==> src/rtl/rf_pkg.sv <==
// Shared definitions for the register-file read path: default widths,
// register count, occupancy encoding of the response buffer and the entry type.
package rf_pkg;

    localparam int unsigned RF_DATA_WIDTH = 32;
    localparam int unsigned RF_ADDR_WIDTH = 3;
    localparam int unsigned NUM_REGS      = 8;

    typedef enum logic [1:0] {
        OCC_EMPTY = 2'd0,
        OCC_ONE   = 2'd1,
        OCC_FULL  = 2'd2
    } occ_t;

    typedef struct packed {
        logic [RF_ADDR_WIDTH-1:0] addr;
        logic [RF_DATA_WIDTH-1:0] data;
    } rsp_entry_t;

endpackage

==> src/rtl/rsp_fifo2.sv <==
// Two-entry response buffer (address + data) with valid/ready on both sides.
// A push into a full buffer is allowed when a pop happens on the same edge.
module rsp_fifo2
    import rf_pkg::*;
#(
    parameter int unsigned DATA_WIDTH = RF_DATA_WIDTH,
    parameter int unsigned ADDR_WIDTH = RF_ADDR_WIDTH
) (
    input  logic                  clk,
    input  logic                  reset_n,
    input  logic                  push,
    input  logic [ADDR_WIDTH-1:0] push_addr,
    input  logic [DATA_WIDTH-1:0] push_data,
    output logic                  push_ready,
    input  logic                  pop_ready,
    output logic                  out_valid,
    output logic [ADDR_WIDTH-1:0] out_addr,
    output logic [DATA_WIDTH-1:0] out_data,
    output logic                  busy
);

    occ_t                  occ;
    occ_t                  occ_next;
    logic                  rd_ptr;
    logic                  wr_ptr;
    logic [ADDR_WIDTH-1:0] addr_mem [2];
    logic [DATA_WIDTH-1:0] data_mem [2];
    logic                  do_push;
    logic                  do_pop;

    assign do_push = push && push_ready;
    assign do_pop  = out_valid && pop_ready;

    always_ff @(posedge clk or negedge reset_n) begin
        if (!reset_n) begin
            occ    <= OCC_EMPTY;
            rd_ptr <= 1'b0;
            wr_ptr <= 1'b0;
            for (int unsigned i = 0; i < 2; i++) begin
                addr_mem[i] <= '0;
                data_mem[i] <= '0;
            end
        end else begin
            occ <= occ_next;
            if (do_push) begin
                addr_mem[wr_ptr] <= push_addr;
                data_mem[wr_ptr] <= push_data;
                wr_ptr           <= ~wr_ptr;
            end
            if (do_pop) begin
                rd_ptr <= ~rd_ptr;
            end
        end
    end

    always_comb begin
        occ_next = occ;
        case (occ)
            OCC_EMPTY: if (do_push) occ_next = OCC_ONE;
            OCC_ONE: begin
                if (do_push && !do_pop)      occ_next = OCC_FULL;
                else if (!do_push && do_pop) occ_next = OCC_EMPTY;
            end
            OCC_FULL:  if (do_pop && !do_push) occ_next = OCC_ONE;
            default:   occ_next = OCC_EMPTY;
        endcase
    end

    // Outputs read registered storage only, so they hold steady under backpressure.
    always_comb begin
        out_valid  = (occ != OCC_EMPTY);
        busy       = (occ != OCC_EMPTY);
        push_ready = (occ != OCC_FULL) || pop_ready;
        out_addr   = addr_mem[rd_ptr];
        out_data   = data_mem[rd_ptr];
    end

endmodule

==> src/rtl/read_operation_ctrl.sv <==
// Read-side controller of the register file: selects the addressed register,
// forwards a same-cycle write, and returns data/address through rsp_fifo2.
module read_operation_ctrl
    import rf_pkg::*;
#(
    parameter int unsigned DATA_WIDTH = RF_DATA_WIDTH,
    parameter int unsigned ADDR_WIDTH = RF_ADDR_WIDTH
) (
    input  logic                                  clk,
    input  logic                                  reset_n,
    input  logic [DATA_WIDTH*(2**ADDR_WIDTH)-1:0] from_reg,
    input  logic                                  wr_en,
    input  logic [ADDR_WIDTH-1:0]                 wr_addr,
    input  logic [DATA_WIDTH-1:0]                 wr_data,
    input  logic                                  req_valid,
    input  logic [ADDR_WIDTH-1:0]                 req_addr,
    output logic                                  req_ready,
    output logic                                  rsp_valid,
    input  logic                                  rsp_ready,
    output logic [DATA_WIDTH-1:0]                 rsp_data,
    output logic [ADDR_WIDTH-1:0]                 rsp_addr,
    output logic                                  busy
);

    localparam int unsigned REG_COUNT = 1 << ADDR_WIDTH;

    logic [DATA_WIDTH-1:0] regs [REG_COUNT];
    logic [DATA_WIDTH-1:0] sel_data;
    logic                  fwd_hit;
    logic                  accept;

    always_comb begin
        for (int unsigned i = 0; i < REG_COUNT; i++) begin
            regs[i] = from_reg[i*DATA_WIDTH +: DATA_WIDTH];
        end
    end

    // The register file updates on the same edge, so a matching write wins.
    assign fwd_hit = wr_en && (wr_addr == req_addr);

    always_comb begin
        sel_data = regs[req_addr];
        if (fwd_hit) begin
            sel_data = wr_data;
        end
    end

    assign accept = req_valid && req_ready;

    rsp_fifo2 #(
        .DATA_WIDTH (DATA_WIDTH),
        .ADDR_WIDTH (ADDR_WIDTH)
    ) u_rsp_fifo2 (
        .clk        (clk),
        .reset_n    (reset_n),
        .push       (accept),
        .push_addr  (req_addr),
        .push_data  (sel_data),
        .push_ready (req_ready),
        .pop_ready  (rsp_ready),
        .out_valid  (rsp_valid),
        .out_addr   (rsp_addr),
        .out_data   (rsp_data),
        .busy       (busy)
    );

endmodule

==> config.mk <==
export PLATFORM = sky130hd
export DESIGN_NAME = read_operation_ctrl
export DESIGN_NICKNAME = d
export VERILOG_FILES = /design/src/rtl/rf_pkg.sv /design/src/rtl/rsp_fifo2.sv /design/src/rtl/read_operation_ctrl.sv
export SDC_FILE = /design/constraint.sdc
export NUM_CORES = 1
export LEC_CHECK = 0
export CORE_AREA = 5 5 128 130
export CTS_BUF_LIST = sky130_fd_sc_hd__clkbuf_4 sky130_fd_sc_hd__clkbuf_8 sky130_fd_sc_hd__clkbuf_16
export DETAILED_ROUTE_END_ITERATION = 16
export DIE_AREA = 0 0 133 135
export DONT_BUFFER_PORTS = 1
export HOLD_SLACK_MARGIN = 0.08
export PLACE_DENSITY_LB_ADDON = 0.12
export SYNTH_ARGS = -nofsm -noshare
export SYNTH_HDL_FRONTEND = slang
export SYNTH_SLANG_ARGS = --single-unit
==> constraint.sdc <==
create_clock -name clk -period 2.4 [get_ports clk]
set_input_delay 0.48 -clock clk [delete_from_list [all_inputs] [get_ports clk]]
set_output_delay 0.48 -clock clk [all_outputs]
set_load 0.01 [all_outputs]
==> results.toml <==
[grt]
antenna_found_initial = 5
overflow = 0
track_usage = 0.2019
grt_pass1_vias = 4080
grt_max_degree = 75
grt_pass1_wl_mm = 27.22

[route]
via_per_inst = 6.796
drtIter0Drc = 292
wirelength_mm = 19.15
drcViolationCount = 0
antenna_left = 0
dr.pass1.iters = 5
routedWlPerCell_microns = 32.84
vias = 3962

[layout]
fillers = 1407
design_area_sq_um = 5949
final_core_util = 0.3958
drive_gt1_frac = 0.3308
multiInputGateArea_sq_um = 3378
fin_nets = 684
area_growth_syn_to_layout_pct = 7.022
regArea_sq_um = 1852

[clock_tree]
htreeDepth = 3
cts_root_buf = "clkbuf_16"
cts_max_path_buffers = 2
cts_made_buffers = 9
cts_post_setup_buffers_inserted = 0
cts_hold_buf = 2
cts_tree = "yes"
clk_pin_slew_worst_paths_ns = 0.06
clkLatencyLatePin_ns = 0.33
cts_resized = 0
cts_sinks = 74

[critical_path]
crit_start = "u_rsp_fifo2.occ[0]"
reg2reg_from = "u_rsp_fifo2.occ[0]"
crit_type = "register to register"
path_max_fanout = 29
critPathSlowestCell = "or3b_1"
crit_required_ns = 2.60
end_kind = "register"
cp-start-kind = "register"
path_cells = "or3b_1 > nand3b_2 > nor2b_2 > buf_4 > a221o_1"
cp.arrival_ns = 2.29
cp_slowest_stage_delay_ns = 0.56

[logic_synthesis]
yosys_warnings = 0
synthDistinctLibCells = 29
syn-num-nets = 717
synth-seq-area-share = 0.3331
synthCells = 418
postSynthAreaPerCell_sq_um = 13.30
synth_seq_cells = 74
netlist_area_sq_um = 5559

[placement]
io_buffers = 0
place_congestion = 0.8079
place_area_sq_um = 5599
hpwl_mm = 14.77

[job]
drv_cap = 0

[timing]
timing.final.crit_share = 0.8696
slew_headroom = 0.6432
maxSlewViolCount = 0
finalSetupViolCount = 0
fmax_mhz = 479.1
fin_crit_ns = 2.087
skew_ns = 0.005554
setup_tns_ns = 0
rsz0062_at_grt = "no"
hold_viol_final = 0
tightest_slew_ns = 0.5203

[power_and_ir_drop]
power_mw = 5.486
peakVddDrop_mv = 0.3427
p_leak_nw = 2.300
power_density_nw_per_um2 = 922.0

[floorplanning]
rows = 45
die_h_microns = 135
io_pins = 337
die-area_sq_um = 17960
initial_core_util = 0.3698
die_w_microns = 133
core_area_sq_um = 15030

[hold_path]
holdCritPathClass = "input port to register"
worstHoldStart = "wr_data[27]"

[run_status]
outcome = "finished clean"
area by class of cell:
cell class	count	share of cell area
antenna	5	0.002103
inverter	1	0.0006309
tap	188	0.03954
clock buffer	11	0.04143
timing repair buffer	11	0.02818
sequential	74	0.3113
multi-input combinational	288	0.5678
clock inverter	5	0.009043
state kept, by name, summed over array words and instances (netlist names):
signal                flops
u_rsp_fifo2.addr_mem      6
u_rsp_fifo2.data_mem     64
u_rsp_fifo2.occ           2
u_rsp_fifo2.rd_ptr        1
u_rsp_fifo2.wr_ptr        1
synth_stat cells:
master	n	area, sq um
dfrtp_1	74	1852
nand3b_2	1	11.26
buf_12	4	80.08
clkbuf_1	10	37.54
buf_1	3	11.26
mux2i_1	33	330.3
nand2b_1	1	6.260
or2_2	1	6.260
nor3_1	64	320.3
clkbuf_2	1	5.000
nor2_1	1	3.750
and4_1	2	17.52
a221o_1	64	640.6
nand2_1	4	15.01
a21oi_1	1	5.000
buf_6	2	22.52
mux2_2	41	461.7
or3b_1	1	8.760
o22ai_1	1	6.260
xnor2_1	4	35.03
mux4_2	57	1284
buf_4	1	7.510
o32ai_1	1	8.760
nand3_1	1	5.000
buf_2	34	170.2
or2b_1	1	7.510
inv_1	1	3.750
nor2b_1	2	12.51
mux4_1	7	183.9
critical path: cells and delay by family (launching register included):
kind	cells	cell delay [ns]
AND/OR/NAND/NOR	3	0.93
flip-flops	1	0.41
AO/OA/AOI/OAI	1	0.34
buffers and inverters	1	0.26
final timing paths:
kind,slack [ns],end,depth (start not counted)
min reg2reg,0.50,u_rsp_fifo2.addr_mem[0],1
max,0.31,u_rsp_fifo2.data_mem[61],5
min in group asynchronous,0.69,u_rsp_fifo2.data_mem[26],2
max reg2reg,0.31,u_rsp_fifo2.data_mem[61],5
min,0.29,u_rsp_fifo2.data_mem[59],1
max in group asynchronous,1.40,u_rsp_fifo2.data_mem[47],2
layout by cell type (no fill, tap or decap), types with 3 or more instances in the layout:
cell       instances
diode_2            5
buf_4              4
dfrtp_1           74
buf_12             5
clkbuf_16          9
xnor2_1            4
clkinv_2           3
mux2i_1           33
mux4_1             7
mux4_2            57
a221o_1           64
nand2_1            4
nor3_1            64
mux2_2            41
stage by stage:
stage               hold WS (ns)  cells  setup WS [ns]
floorplan                 0.1844    418         0.3866
global placement          0.1865    560         0.3267
detailed placement        0.1868    560         0.2932
CTS                       0.2805    578         0.3280
global route              0.2737    583         0.2236
finish                    0.2908    583         0.3129
power breakdown:
group	leakage, nW	total, mW	switching [mW]	internal (mW)
clock	0.153	1.36	0.515	0.841
combinational	1.24	2.13	1.03	1.10
sequential	0.910	2.00	0.263	1.74
total	2.30	5.49	1.81	3.68
layer usage:
layer	track usage	wire (microns)
met1	0.2703	7779
met2	0.3220	9884
met3	0.05477	1289
met4	0.06005	180
met5	0	11
logic make-up (layout without fill, tap and decap cells):
group,count (synthesis),count (layout),synth area share
other cells,0,5,0
mux,138,138,0.4065
buf+inv,56,28,0.06077
flops,74,74,0.3331
simple gates,79,79,0.07450
compound gates,67,67,0.1188
xor+xnor,4,4,0.006301
Note: power is estimated with default switching activity, not from simulation.
